**config.mk**
```make
export PLATFORM = sky130hd
export DESIGN_NAME = uart_tx_fifo
export DESIGN_NICKNAME = d
export VERILOG_FILES = /design/src/rtl/uart_tx_fifo.sv
export SDC_FILE = /design/constraint.sdc
export NUM_CORES = 1
export LEC_CHECK = 0
export CAP_MARGIN = 15
export CORE_MARGIN = 3
export CORE_UTILIZATION = 45
export DETAILED_ROUTE_END_ITERATION = 12
export HOLD_SLACK_MARGIN = 0.08
export MAX_ROUTING_LAYER = met4
export PLACE_DENSITY = 0.71
export REMOVE_ABC_BUFFERS = 1
export SLEW_MARGIN = 15
export SYNTH_ARGS = -nofsm -noshare
export SYNTH_HDL_FRONTEND = slang
export SYNTH_SLANG_ARGS = --single-unit
```
**constraint.sdc**
```tcl
create_clock -name clkM -period 6.1 [get_ports clkM]
set_input_delay 1.83 -clock clkM [delete_from_list [all_inputs] [get_ports clkM]]
set_output_delay 1.83 -clock clkM [all_outputs]
set_load 0.1 [all_outputs]
```
**src/rtl/uart_tx_fifo.sv**
```systemverilog
// 8N1 UART transmitter fed by a small FIFO; a byte written to an idle block starts on the line one edge later.
// Back-to-back frames chain with no idle gap; writes while full are dropped.
module uart_tx_fifo #(
  parameter int CLKS_PER_BIT = 434,
  parameter int FIFO_DEPTH   = 4
) (
  input  logic       clkM,
  input  logic       rstM,
  input  logic [7:0] dataM,
  input  logic       wrM,
  output logic       txM,
  output logic       fullM,
  output logic       emptyM,
  output logic       busyM,
  output logic       doneM
);
  localparam int AW = $clog2(FIFO_DEPTH);
  localparam int CW = $clog2(CLKS_PER_BIT);
  localparam logic [CW-1:0] CNT_LAST  = CW'(CLKS_PER_BIT - 1);
  localparam logic [AW:0]   DEPTH_CNT = (AW+1)'(FIFO_DEPTH);

  typedef enum logic [1:0] {IDLE, START, DATA, STOP} state_t;

  state_t        state, state_nxt;
  logic [CW-1:0] cnt, cnt_nxt;
  logic [2:0]    idx, idx_nxt;
  logic [7:0]    shift, shift_nxt;
  logic          tx_nxt, done_nxt, pop, push;

  logic [7:0]    mem [FIFO_DEPTH];
  logic [AW-1:0] rd_ptr, wr_ptr;
  logic [AW:0]   count, count_nxt;

  // fullM is the registered flag, so a pop on the same edge cannot rescue a write
  assign push  = wrM && !fullM;
  assign busyM = (state != IDLE);

  always_comb begin
    count_nxt = count;
    case ({push, pop})
      2'b10:   count_nxt = count + 1'b1;
      2'b01:   count_nxt = count - 1'b1;
      default: count_nxt = count;
    endcase
  end

  always_ff @(posedge clkM or negedge rstM) begin
    if (!rstM) begin
      rd_ptr <= '0;
      wr_ptr <= '0;
      count  <= '0;
      fullM  <= 1'b0;
      emptyM <= 1'b1;
    end else begin
      if (push) wr_ptr <= wr_ptr + 1'b1;
      if (pop)  rd_ptr <= rd_ptr + 1'b1;
      count  <= count_nxt;
      fullM  <= (count_nxt == DEPTH_CNT);
      emptyM <= (count_nxt == '0);
    end
  end

  always_ff @(posedge clkM) begin
    if (push) mem[wr_ptr] <= dataM;
  end

  always_comb begin
    state_nxt = state;
    cnt_nxt   = cnt;
    idx_nxt   = idx;
    shift_nxt = shift;
    tx_nxt    = txM;
    done_nxt  = 1'b0;
    pop       = 1'b0;
    case (state)
      IDLE: begin
        tx_nxt = 1'b1;
        if (!emptyM) begin
          pop       = 1'b1;
          shift_nxt = mem[rd_ptr];
          state_nxt = START;
          tx_nxt    = 1'b0;
          cnt_nxt   = '0;
        end
      end
      START: begin
        if (cnt == CNT_LAST) begin
          state_nxt = DATA;
          idx_nxt   = 3'd0;
          cnt_nxt   = '0;
          tx_nxt    = shift[0];
        end else begin
          cnt_nxt = cnt + 1'b1;
        end
      end
      DATA: begin
        if (cnt == CNT_LAST) begin
          cnt_nxt = '0;
          if (idx == 3'd7) begin
            state_nxt = STOP;
            tx_nxt    = 1'b1;
          end else begin
            idx_nxt = idx + 3'd1;
            tx_nxt  = shift[idx + 3'd1];
          end
        end else begin
          cnt_nxt = cnt + 1'b1;
        end
      end
      STOP: begin
        if (cnt == CNT_LAST) begin
          done_nxt = 1'b1;
          cnt_nxt  = '0;
          // chain straight into the next start bit when more data is waiting
          if (!emptyM) begin
            pop       = 1'b1;
            shift_nxt = mem[rd_ptr];
            state_nxt = START;
            tx_nxt    = 1'b0;
          end else begin
            state_nxt = IDLE;
            tx_nxt    = 1'b1;
          end
        end else begin
          cnt_nxt = cnt + 1'b1;
        end
      end
      default: begin
        state_nxt = IDLE;
        tx_nxt    = 1'b1;
      end
    endcase
  end

  always_ff @(posedge clkM or negedge rstM) begin
    if (!rstM) begin
      state <= IDLE;
      cnt   <= '0;
      idx   <= '0;
      shift <= '0;
      txM   <= 1'b1;
      doneM <= 1'b0;
    end else begin
      state <= state_nxt;
      cnt   <= cnt_nxt;
      idx   <= idx_nxt;
      shift <= shift_nxt;
      txM   <= tx_nxt;
      doneM <= done_nxt;
    end
  end
endmodule
```
Yosys cells after proc, flatten, opt, wreduce, memory -nomap -nowiden
Memories as Yosys holds them, arrays and structs flattened.
Cells that the tools add are included.

storage, ports and cells
  register bits after elaboration = 33
  latch bits = 0
  bits in writable memories = 32
  ROM bits = 0
  bits of input ports = 11
  output and inout bits = 5
  logic and storage cells = 78
  memories = 1

memory list
  name  words  width  rd ports  clocked after memory_dff  write ports  line  source
  mem   4      8      1         0                         1            30    logic [7:0] mem [FIFO_DEPTH];

cells by class
  $add $sub $neg = 6
  multipliers = 0
  divide/modulo/power cells = 0
  magnitude comparators = 1
  equal/unequal tests = 14
  shifts and indexed selects = 0
  muxes and demuxes = 33
  bitwise operators = 0
  reductions and logical operators = 12

operators by type and width
  cell                                                                           count
  9-bit 2-to-1 mux                                                               2
  9-bit one-hot mux with 2 select lines                                          1
  8-bit 2-to-1 mux                                                               2
  8-bit one-hot mux with 2 select lines                                          1
  1-bit 2-to-1 mux                                                               13
  2-bit != test (second input constant)                                          6
  3-bit one-hot mux with 2 select lines                                          2
  2-bit 2-to-1 mux                                                               5
  9-bit by 1-bit adder with 9-bit output (second input constant)                 1
  9-bit equality test (second input constant)                                    1
  3-bit 2-to-1 mux                                                               3
  2-bit one-hot mux with 4 select lines                                          1
  3-bit by 1-bit adder with 3-bit output (second input constant)                 2
  2-bit equality test (second input constant)                                    3
  3-bit equality test (second input constant)                                    2
  2-bit nonzero test                                                             3
  5-bit AND reduction                                                            1
  2-bit by 1-bit adder with 2-bit output (second input constant)                 2
  2-bit by 1-bit equality test with 1-bit output (second input constant)         2
  3-bit by 4-bit less-than comparator with 1-bit output (second input constant)  1
  1-bit one-hot mux with 4 select lines                                          1
  4-bit AND reduction                                                            1
  1-bit binary-select mux with 3-bit select                                      1
  3-bit logical NOT                                                              1
  8 further kinds                                                                8

Longest topological paths before layout
  word-level depth = 6
  gate-level depth with buffers = 11

Worst setup path after synthesis
OpenSTA, ideal clock, no wires.

  kind = input -> register
  start point = input wrM
  end point = register fullM
  setup time = 0.073 ns
  arrival time = 3.516 ns
  data required time = 6.027 ns
  setup slack = 2.511 ns
  stages = 8
  buffers on the path = 1
  path through = nor2b_1 > clkbuf_1 > inv_1 > ha_1 > fa_1 > mux2_2 > or2_2 > nor2b_1

between the ends
  word-level cells in the longest chain between the ends = 4
  elaborated cells on any way between the ends = 5
  those cells by class = eq/ne (3); mux (1); reduce/logical (1)

ends and longest elaborated chain
  element                                                                                       line  source
  start: declaration                                                                            10    input logic wrM,
  1-bit logical AND (*)                                                                         35    assign push = wrM && !fullM;
  2-bit by 1-bit equality test with 1-bit output / 2-bit equality test (equally long branches)  40    case ({push, pop})
  3-bit one-hot mux with 2 select lines (*)                                                     40
  via count_nxt[1]                                                                              32    logic [AW:0] count, count_nxt;
  3-bit equality test (*)                                                                       58    fullM <= (count_nxt == DEPTH_CNT);
  end signal: assignment                                                                        58
  end: declaration                                                                              12    output logic fullM,

The timed path passes the listed nets; every way through them passes the cells marked *.
A chain may end at the register's enable or synchronous reset.

Worst setup path in the final report
  start point = register state[0]
  end point = output busyM

between the ends
  word-level cells in the longest chain between the ends = 1

ends and longest elaborated chain
  element                   line  source
  start: declaration        24    state_t state, state_nxt;
  start signal: assignment  144   state <= state_nxt;
  2-bit nonzero test        36    assign busyM = (state != IDLE);
  end: declaration          14    output logic busyM,

No other way between the ends.

==> reports/results.ini <==
[place]
finalWeightedCongestion=0.769
io_buffer_count=15
dpl.hpwl_um=3430
place_ws_ps=1870
placedCellCount=292

[critical_path]
cp.required_ps=4270
start_kind=flop
cp.arrival_ps=2450
end_kind=output pin
crit_fanout=5
critical_path_class=reg2out

[detailed_routing]
first_pass_iters=6
post_drt_wl_per_cell_um=16.5
vias_per_cell=5.43
first_iter_violations=75
drc_errors=0
dr_total_vias=1673
ant_nets=0
wirelength_um=5070

[logic_synthesis]
synth_cells=202
ys_warn_count=0
syn_area_per_cell_um2=15.0
ys_seq_elements=65
yosysSeqAreaShare_pct=59.2
synth_cell_types=49
synth_area_um2=3020

[clock_network]
ctsHtreeMaxLevel=3
clk_pin_slew_ps=70
clock_path_buffers=2
root_buffer=clkbuf_8
postCtsHoldBufs=0
clkSinkCount=65
insertion_delay_ps=350
cts_setup_buffers=0
ctsResizeCount=0
cts_inserted_buffers=9
cts_tree=yes

[final_layout]
drive_gt1_share_pct=22.1
final_common_cell=edfxtp_1
final_cell_mix=edfxtp_1, dfrtp_1, clkdlybuf4s50_1
utilization_pct=54.3
antenna_cells=0
layout.cells.non_filler=308
area_growth_pct=15.4
nNetsFinal=252

[timing]
hold_viol=0
worst_pin_slew_ps=969
period_minus_slack_ps=4280
timing.fmax_ghz=0.234
fin_crit_sh_pct=70.1
fin_worst_skew_ps=6.87
finalWorstSetupSlack_ps=1820
finalSetupViolations=0
rsz0062_at_grt=false
fin_tns_setup_ps=0
finalMaxSlewViolations=0
relSlewSlack_pct=35.2

[global_route]
grt_pass1_vias=1695
grt_pass1_wl_um=8540
gr-usage-all-layers_pct=15.5
gr-total-overflow=0
grt_max_degree=34
grt_antenna_before_repair=0

[run]
cap_violations=0

[floorplan]
rows=29
floorplan.io_pins=16
start_util_pct=47.1
coreArea_um2=6420
die_h_um=88.0
die_w_um=88.0
die_area_um2=7740

[min_path]
worstHoldPathType=reg2reg

[status]
status=completed

[pwr]
total_power_mw=1.73
power_density_nw_per_um2=495
vdd_drop_max_mv=0.310
leakage_nw=1.39

==> metrics by stage <==
stage          area, µm²  hold WS, ps
5_1_grt             3490          517
3_3_place_gp        3260          472
6_report            3490          490
2_1_floorplan       3010          446
3_5_place_dp        3260          465
4_1_cts             3490          486
==> synthesized netlist by cell type, drive strengths merged <==
cell type  number  area (µm²)
xor2            5        43.8
mux2i           2        20.0
or3             1        6.26
nor2b           3        18.8
a2bb2oi         1        8.76
a21o            1        7.51
buf             2        8.75
a31oi           6        37.5
a22o            6        52.6
ha             14         175
and4bb          1        12.5
and4            1        10.0
nand2           8        30.0
dfrtp          31         776
xnor2           3        26.3
and3            1        7.51
o22ai           1        6.26
nor2            5        26.3
or2             1        6.26
nor3            3        20.0
o2111ai         1        8.76
nand4b          1        23.8
fa              1        20.0
nand4bb         1        27.5
and2            6        37.5
mux4            9         203
a21oi           4        23.8
edfxtp         32         961
nand4           2        12.5
o32ai           1        27.5
dfstp           2        52.6
inv            12        45.0
and3b           1        8.76
o211ai          2        15.0
a22oi           1        7.51
nand3           4        25.0
nand2b          2        12.5
clkbuf          1        3.75
and4b           1        10.0
mux2           11         128
o21ai          11        70.1
==> layer usage <==
layer	global-route usage, %	wire length, µm	up-vias
met1	20.0	2370	822
met3	4.33	174	10
met4	8.51	125	0
li1	-	-	814
met5	-	0	-
met2	22.0	2400	27
==> where the power goes <==
part | internal [mW] | switching (mW) | total, mW | leakage (nW)
sequential | 0.593 | 0.0995 | 0.692 | 0.702
combinational | 0.296 | 0.326 | 0.623 | 0.570
clock | 0.234 | 0.177 | 0.411 | 0.113
==> cell type report <==
cell class	count	area, µm²
inverters	12	45.0
repair buffers	16	158
multi-input cells	122	1180
fillers	516	2930
clock inverters	7	101
flip-flops and latches	65	1790
clock buffers	9	124
well taps	77	96.3
==> state kept, by name, indices dropped and copies added, names as in the netlist <==
signal	flops
state	2
cnt	9
rd_ptr	2
fullM	1
wr_ptr	2
emptyM	1
txM	1
idx	3
count	3
doneM	1
mem	32
shift	8
==> worst max-delay path, cell delays in order, from the launching register on <==
cell and delay, ps:
dfrtp_1 400, inv_1 110, ha_1 280, inv_1 160, clkdlybuf4s50_1 1150
==> final timing paths <==
kind | startpoint | to | slack [ps] | cells after the start
max | state[0] | busyM | 1820 | 4
min | count[2] | count[2] | 490 | 1
min in group asynchronous | rstM | count[1] | 1890 | 2
max in group asynchronous | rstM | txM | 3870 | 2
max reg2reg | cnt[1] | fullM | 3310 | 10
min reg2reg | count[2] | count[2] | 490 | 1
==> logic make-up after synthesis <==
family	after synthesis	share of synthesized area [%]
flops	65	59.2
simple gates	42	9.77
compound gates	35	8.78
mux	22	11.6
buf+inv	15	1.90
fa+ha+maj	15	6.46
xor+xnor	8	2.32
Power figures use the tool's default switching activity.
